## src/rtl/stream_mux_n.sv

```systemverilog
// stream_mux_n: N-to-1 valid/ready stream mux with round-robin arbitration
// and a single registered output stage.
// Optional packet lock (holds the grant on one channel until in_last) is
// compiled in when STREAM_MUX_LOCK_EN is defined; the default build has no
// lock FSM and ties out_last to 0.
module stream_mux_n #(
  parameter int WIDTH = 32,
  parameter int N     = 4,
  parameter int SELW  = (N > 1) ? $clog2(N) : 1
) (
  input  logic                 clk,
  input  logic                 rst,
  input  logic [N-1:0]         in_valid,
  input  logic [N*WIDTH-1:0]   in_data,
  input  logic [N-1:0]         in_last,
  output logic [N-1:0]         in_ready,
  output logic                 out_valid,
  output logic [WIDTH-1:0]     out_data,
  output logic [SELW-1:0]      out_sel,
  output logic                 out_last,
  input  logic                 out_ready
);

  logic            load;
  logic            accept;
  logic            gnt_vld;
  logic            adv;
  logic [SELW-1:0] grant;
  logic [SELW-1:0] rr_ptr;
  logic [SELW-1:0] rr_nxt;

  assign load   = !out_valid || out_ready;
  assign accept = gnt_vld && load;
  assign rr_nxt = (grant == SELW'(N-1)) ? '0 : grant + SELW'(1);

`ifdef STREAM_MUX_LOCK_EN
  localparam logic [0:0] ARB    = 1'b0;
  localparam logic [0:0] LOCKED = 1'b1;

  logic [0:0]      state;
  logic [SELW-1:0] lock_ch;
  logic            out_last_q;

  // pointer only moves when a packet completes, so a locked packet does not
  // cost the next channel its turn
  assign adv      = in_last[grant];
  assign out_last = out_last_q;

  // packet lock: enter on a non-last accept, leave on the last beat
  always_ff @(posedge clk or posedge rst) begin
    if (rst) begin
      state   <= ARB;
      lock_ch <= '0;
    end else if (accept) begin
      if (!in_last[grant]) begin
        state   <= LOCKED;
        lock_ch <= grant;
      end else begin
        state   <= ARB;
      end
    end
  end

  // last flag travels with the beat through the output register
  always_ff @(posedge clk or posedge rst) begin
    if (rst)         out_last_q <= 1'b0;
    else if (accept) out_last_q <= in_last[grant];
  end
`else
  logic unused_in_last;

  assign adv            = 1'b1;
  assign out_last       = 1'b0;
  assign unused_in_last = ^in_last;
`endif

  // round-robin search from rr_ptr, wrapping; reverse scan so the nearest
  // valid channel to rr_ptr is the last (winning) assignment
  always_comb begin
    int idx;
    idx     = 0;
    grant   = '0;
    gnt_vld = 1'b0;
    for (int k = N-1; k >= 0; k--) begin
      idx = int'(rr_ptr) + k;
      if (idx >= N) idx = idx - N;
      if (in_valid[idx]) begin
        grant   = SELW'(idx);
        gnt_vld = 1'b1;
      end
    end
`ifdef STREAM_MUX_LOCK_EN
    if (state == LOCKED) begin
      grant   = lock_ch;
      gnt_vld = in_valid[lock_ch];
    end
`endif
  end

  // one-hot ready to the granted channel only when the output can load
  always_comb begin
    in_ready = '0;
    for (int i = 0; i < N; i++)
      in_ready[i] = accept && (grant == SELW'(i));
  end

  // round-robin pointer: next search starts just past the winner
  always_ff @(posedge clk or posedge rst) begin
    if (rst)                rr_ptr <= '0;
    else if (accept && adv) rr_ptr <= rr_nxt;
  end

  // output register: reload on accept, clear valid on drain, else hold
  always_ff @(posedge clk or posedge rst) begin
    if (rst) begin
      out_valid <= 1'b0;
      out_data  <= '0;
      out_sel   <= '0;
    end else if (accept) begin
      out_valid <= 1'b1;
      out_data  <= in_data[grant*WIDTH +: WIDTH];
      out_sel   <= grant;
    end else if (out_ready) begin
      out_valid <= 1'b0;
    end
  end

endmodule

```

## config.mk

```make
export PLATFORM = sky130hd
export DESIGN_NAME = stream_mux_n
export DESIGN_NICKNAME = d
export VERILOG_FILES = /design/src/rtl/stream_mux_n.sv
export SDC_FILE = /design/constraint.sdc
export NUM_CORES = 1
export LEC_CHECK = 0
export BUFFER_PORTS_ARGS = -buffer_cell sky130_fd_sc_hd__buf_2
export CAP_MARGIN = 10
export CORE_MARGIN = 2
export CORE_UTILIZATION = 30
export CTS_BUF_LIST = sky130_fd_sc_hd__clkbuf_16
export CTS_CLUSTER_DIAMETER = 100
export DETAILED_ROUTE_END_ITERATION = 6
export PLACE_DENSITY = 0.72
export SLEW_MARGIN = 20
export SYNTH_ARGS = -nofsm -noshare
export SYNTH_HDL_FRONTEND = slang
export SYNTH_SLANG_ARGS = --single-unit
```

## constraint.sdc

```tcl
create_clock -name clk -period 2.65 [get_ports clk]
set_input_delay 0.3975 -clock clk [delete_from_list [all_inputs] [get_ports clk]]
set_output_delay 0.3975 -clock clk [all_outputs]
set_load 0.005 [all_outputs]
```

==> results of run 1 <==
## worst max-delay path: cells and delay by family, from the launching register on
kind            cells  cell delay, ns
buf+inv             1            0.11
flops               1            0.35
compound gates      2            0.62
simple gates        3            0.43
## per-stage QoR
stage,instances,power (uW),setup WS (ns),utilization,instance area [um2]
CTS,490,2730,0.442,0.462,3370
detailed placement,482,2160,0.370,0.443,3230
global placement,482,2120,0.446,0.443,3230
global route,490,2880,0.389,0.462,3370
floorplan,220,1690,0.608,-,2270
finish,490,2690,0.462,0.462,3370
## routing by layer
layer	part of all wire	wire length (um)	track usage
met3	0.054	374	0.0390
met4	0.023	159	0.0581
met5	0	0	0
met1	0.41	2800	0.196
met2	0.51	3540	0.300
## cells by family (layout without fill, tap and decap cells)
family / after synthesis / in the layout
other: 1 / 1
muxes: 64 / 64
buffers and inverters: 24 / 195
xor gates and xnor gates: 1 / 1
AOI/OAI and AO/OA: 43 / 43
DFF: 37 / 37
and+or+nand+nor: 50 / 50
## cell type report
class	instances	share of cell area
multi-input cells	159	0.364
clock inverters	3	0.00371
inverters	4	0.00446
clock buffers	5	0.0371
repair buffers	183	0.279
flip-flops and latches	37	0.275
well taps	99	0.0368
## registers in the layout, indices dropped and copies added, names as in the netlist
name       flops
out_sel        2
rr_ptr         2
out_valid      1
out_data      32
## layout by cell type (no fill, tap or decap)
cell	instances
a211o_4	1
a21o_1	3
a21oi_1	5
and2_1	1
and3_1	1
buf_2	173
buf_4	10
clkbuf_16	5
clkinv_1	2
clkinv_2	1
conb_1	1
dfrtp_1	37
inv_1	4
mux2i_1	64
nand2_1	39
nand2b_1	2
nor2_1	3
nor2b_1	1
nor3_1	1
nor4_1	1
o21ai_1	1
o221ai_1	32
o32ai_2	1
or2_1	1
xnor2_1	1
## power by group through the flow
| stage | Combinational, uW | Clock, uW | Sequential [uW] |
|---|---|---|---|
| floorplan | 762 | 0 | 925 |
| global placement | 1220 | 0 | 906 |
| detailed placement | 1250 | 0 | 910 |
| CTS | 1250 | 573 | 911 |
| global route | 1340 | 599 | 939 |
| finish | 1230 | 551 | 910 |
## how the worst max path moves through the flow
stage                           from                        to  slack [ns]  depth (start not counted)
6_report       rr_ptr[0]$_DFFE_PP0P_               in_ready[1]        0.46                          6
5_1_grt        rr_ptr[0]$_DFFE_PP0P_  out_data[30]$_DFFE_PP0P_        0.39                          6
4_1_cts        rr_ptr[0]$_DFFE_PP0P_               in_ready[1]        0.44                          6
3_5_place_dp             in_valid[1]   out_data[3]$_DFFE_PP0P_        0.37                          7
3_3_place_gp             in_valid[1]   out_data[9]$_DFFE_PP0P_        0.45                          7
2_1_floorplan            in_valid[2]               in_ready[1]        0.61                          8
==> flow_summary.toml, run 1 <==
[outcome]
status = "finished clean"

[clock_tree]
clkSinkCount = 37
cts-root-buf = "clkbuf_16"
htreeDepth = 2
cts_buffers = 5
post-cts-setup-buffers = 0
clock_latency_ns = 0.27
cts_buffer_depth = 2
ctsHoldBuffers = 0
cts_tree = "yes"
cts.clk_slew.worst_paths_ns = 0.05
cts_resized = 0

[critical_path]
worstSetupEndpointType = "output port"
timing.rr.end = "out_data[27]$_DFFE_PP0P_"
r2r-start = "rr_ptr[0]$_DFFE_PP0P_"
critPathMaxStageDelay_ns = 0.46
worstPathArrival_ns = 1.79
crit_slowest_cell = "a211o_4"
rrSetupSlack_ns = 0.50
critPathKind = "reg2out"
required_ns = 2.25
startpoint_type = "flop"
crit_fanout = 19
cp_cell_sequence = "nor2b_1, a21o_1, a211o_4, nor2_1, and2_1, buf_2"
reg2reg_depth = 6

[placed_design]
port_buffers = 173
gp_congestion = 0.751
hpwl_um = 5410

[pwr]
switching_power_uw = 944
vdd_drop_max_mv = 0.335
p_int_uw = 1750
p_sw_frac = 0.351
seqPwrFrac = 0.338
power_density_nw_per_um2 = 799
share_comb_of_total_power = 0.457
clkPwrFrac = 0.205
p_leak_uw = 0.00188

[global_route]
grt_overflow = 0
grt_pass1_vias = 2515
antenna_found_initial = 0
grt_max_degree = 38
grt_usage = 0.168
grt_pass1_wl_um = 11400

[drt]
drt_wl_total_um = 6870
drtPass1Iterations = 4
drt_first_iter_violations = 43
via_per_inst = 4.83
drc_errors = 0
wl_per_cell_um = 14.0
ant_nets = 0
dr_total_vias = 2367

[logic_synthesis]
synth_common_cells = "mux2i_1, nand2_1, dfrtp_1, o221ai_1, buf_2"
synth_area_um2 = 2270
synth-compound-area-share = 0.158
async_flop_share = 1.00
synth_xor_area_frac = 0.00386
ys_seq_area_frac = 0.408
yosysWarnings = 0
synth_top_cell_by_area = "dfrtp_1"
yosys.area_share.simple = 0.0911
synth_edf_count = 0
ys_ff_latch = 37
synth_most_common_cell = "mux2i_1"
syn_area_per_cell_um2 = 10.3
synth_top_area_frac = 0.408
synth_top_family_by_area = "multiplexers"
synth.distinct_cells = 24
synth_nets = 359
synth_cells = 220
synth_fa_ha_area_frac = 0
synth_area_leaders = "dfrtp_1, mux2i_1, o221ai_1"
synthFlopType = "dfrtp_1"
synth.area.mux_share = 0.283

[sta]
worst_pin_slew_ns = 0.547
min_period_over_period = 0.826
finalSetupViolations = 0
fmax_mhz = 457
slew_headroom = 0.632
rsz0062_at_grt = "false"
hold_viol = 0
min_period_ns = 2.19
maxSlewViolCount = 0
skew_ns = 0.00294
tns_ns = 0
holdWs_ns = 0.225

[finish]
nNetsFinal = 529
seq_area_um2 = 926
antenna_cells = 0
area_growth_pct = 48.6
multiInputGateArea_um2 = 1230
fill_cells = 737
drive_gt1_frac = 0.488

[floorplan]
die_y_um = 90.9
fp.dieW_um = 90.9
rows = 31
coreArea_um2 = 7290
die_area_um2 = 8270
ios = 179
start_util = 0.311

[run]
drv_cap = 0

[min_path]
hold_class = "in2async"
Note: power is estimated with default switching activity, not from simulation.
==> run 2, diff against run 1 <==
clock period = 2.2 ns   (was 2.65 ns; I/O delays follow)
==> flow_summary.toml, run 2 (synthesized netlist as in run 1, its figures left out) <==
[outcome]
status = "finished clean"

[sta]
fin_ws_ns = 0.176
slew_headroom = 0.642
min_period_over_period = 0.920
maxSlewViolCount = 0
min_period_ns = 2.02
skew_ns = 0.00310
hold_viol = 0
tns_ns = 0
worst_pin_slew_ns = 0.537
finalSetupViolations = 0
fmax_mhz = 494
rsz0062_at_grt = "false"

[finish]
final_cells = 488
layout_commonest_cell = "buf_2"
largest_reg_flops = 32
drive_gt1_frac = 0.486
regMostFlops = "out_data"
reg_top3 = "out_data: 32 flops, out_sel: 2 flops, rr_ptr: 2 flops"
nNetsFinal = 528
antenna_cells = 0
final_cell_mix = "buf_2, mux2i_1, nand2_1"
area_growth_pct = 48.6

[drt]
dr_total_vias = 2391
drc_errors = 0
drtPass1Iterations = 4
wl_per_cell_um = 13.8
via_per_inst = 4.90
drt_wl_total_um = 6750
ant_nets = 0
drt_first_iter_violations = 44

[clock_tree]
clkSinkCount = 37
post-cts-setup-buffers = 0
ctsHoldBuffers = 0
cts.clk_slew.worst_paths_ns = 0.05
cts_resized = 0
cts_tree = "yes"
htreeDepth = 2
cts-root-buf = "clkbuf_16"
clock_latency_ns = 0.27
cts_buffers = 5
cts_buffer_depth = 2

[placed_design]
port_buffers = 173
pre_cts_ws_ns = 0.180
hpwl_um = 5310
gp_congestion = 0.725
dp.cells = 481

[floorplan]
ios = 179
die_area_um2 = 8270
coreArea_um2 = 7290
start_util = 0.311
die_y_um = 90.9
rows = 31
fp.dieW_um = 90.9

[pwr]
vdd_drop_max_mv = 0.373
p_leak_uw = 0.00188
power_density_nw_per_um2 = 955

[critical_path]
crit_slowest_cell = "a211o_4"
critPathKind = "reg2out"
critPathMaxStageDelay_ns = 0.37
worstPathArrival_ns = 1.69
r2r-start = "rr_ptr[0]$_DFFE_PP0P_"
crit_fanout = 32
critical-path-top-delay-family = "compound AO/OA/AOI/OAI gates"
worstSetupEndpointType = "output port"
required_ns = 1.87
startpoint_type = "flop"
cp.buffers_inverters = 2
crit_start = "rr_ptr[0]$_DFFE_PP0P_"
cp_cell_sequence = "nor2b_1, a21o_1, a211o_4, buf_12, nand2_1, nor2_1, buf_2"

[global_route]
grt_pass1_wl_um = 11000
grt_overflow = 0
antenna_found_initial = 0
grt_pass1_vias = 2444
grt_usage = 0.161
grt_max_degree = 38

[run]
drv_cap = 0

[min_path]
hold_class = "in2async"
## run 2: cell types whose count changed in the layout (fill, tap and decap cells not counted), sizes merged
cell    delta
buf        -1
clkinv     -2
inv        +1
## run 2: worst paths after layout
path | endpoint | slack [ns] | depth (start not counted)
setup / recovery | in_ready[2] | 0.18 | 7
hold / removal | out_data[26]$_DFFE_PP0P_ | 0.16 | 3
setup reg to reg | out_data[27]$_DFFE_PP0P_ | 0.27 | 6
hold reg to reg | out_sel[1]$_DFFE_PP0P_ | 0.48 | 2
max in group asynchronous | out_valid$_DFFE_PP0P_ | 1.70 | 3
min in group clk | out_valid$_DFFE_PP0P_ | 0.33 | 4
## run 2: layout make-up
type	count	area, um2
Fill cell	731	3920
Clock inverter	2	7.51
Tap cell	99	124
Timing Repair Buffer	182	946
Sequential cell	37	926
Clock buffer	5	125
Inverter	4	15.0
Multi-Input combinational cell	159	1230
## run 2: per-stage QoR
stage                util  hold WS [ns]  cell area (um2)  total power, uW
floorplan               -         0.457             2270             2030
global placement    0.444         0.457             3240             2560
detailed placement  0.444         0.467             3240             2600
CTS                 0.462         0.180             3370             3270
global route        0.462         0.215             3370             3450
finish              0.462         0.162             3370             3220
## run 2: where the power goes
part / switching [uW] / internal (uW)
combinational: 725 / 761
sequential: 145 / 945
clock: 240 / 404
## run 2: metal layers
metal,vias to the layer above,part of all wire,global-route usage
met5,-,0,0
met4,0,0.020,0.0581
met3,12,0.056,0.0324
met2,93,0.52,0.289
met1,1130,0.40,0.190
li1,1156,-,-
## run 2: worst register-to-register path: stages, from the launching register on
cell and delay [ns]:
dfrtp_1 0.38, nand2b_1 0.14, a21oi_1 0.19, a211o_4 0.17, buf_4 0.46, mux2i_1 0.29
o221ai_1 0.16
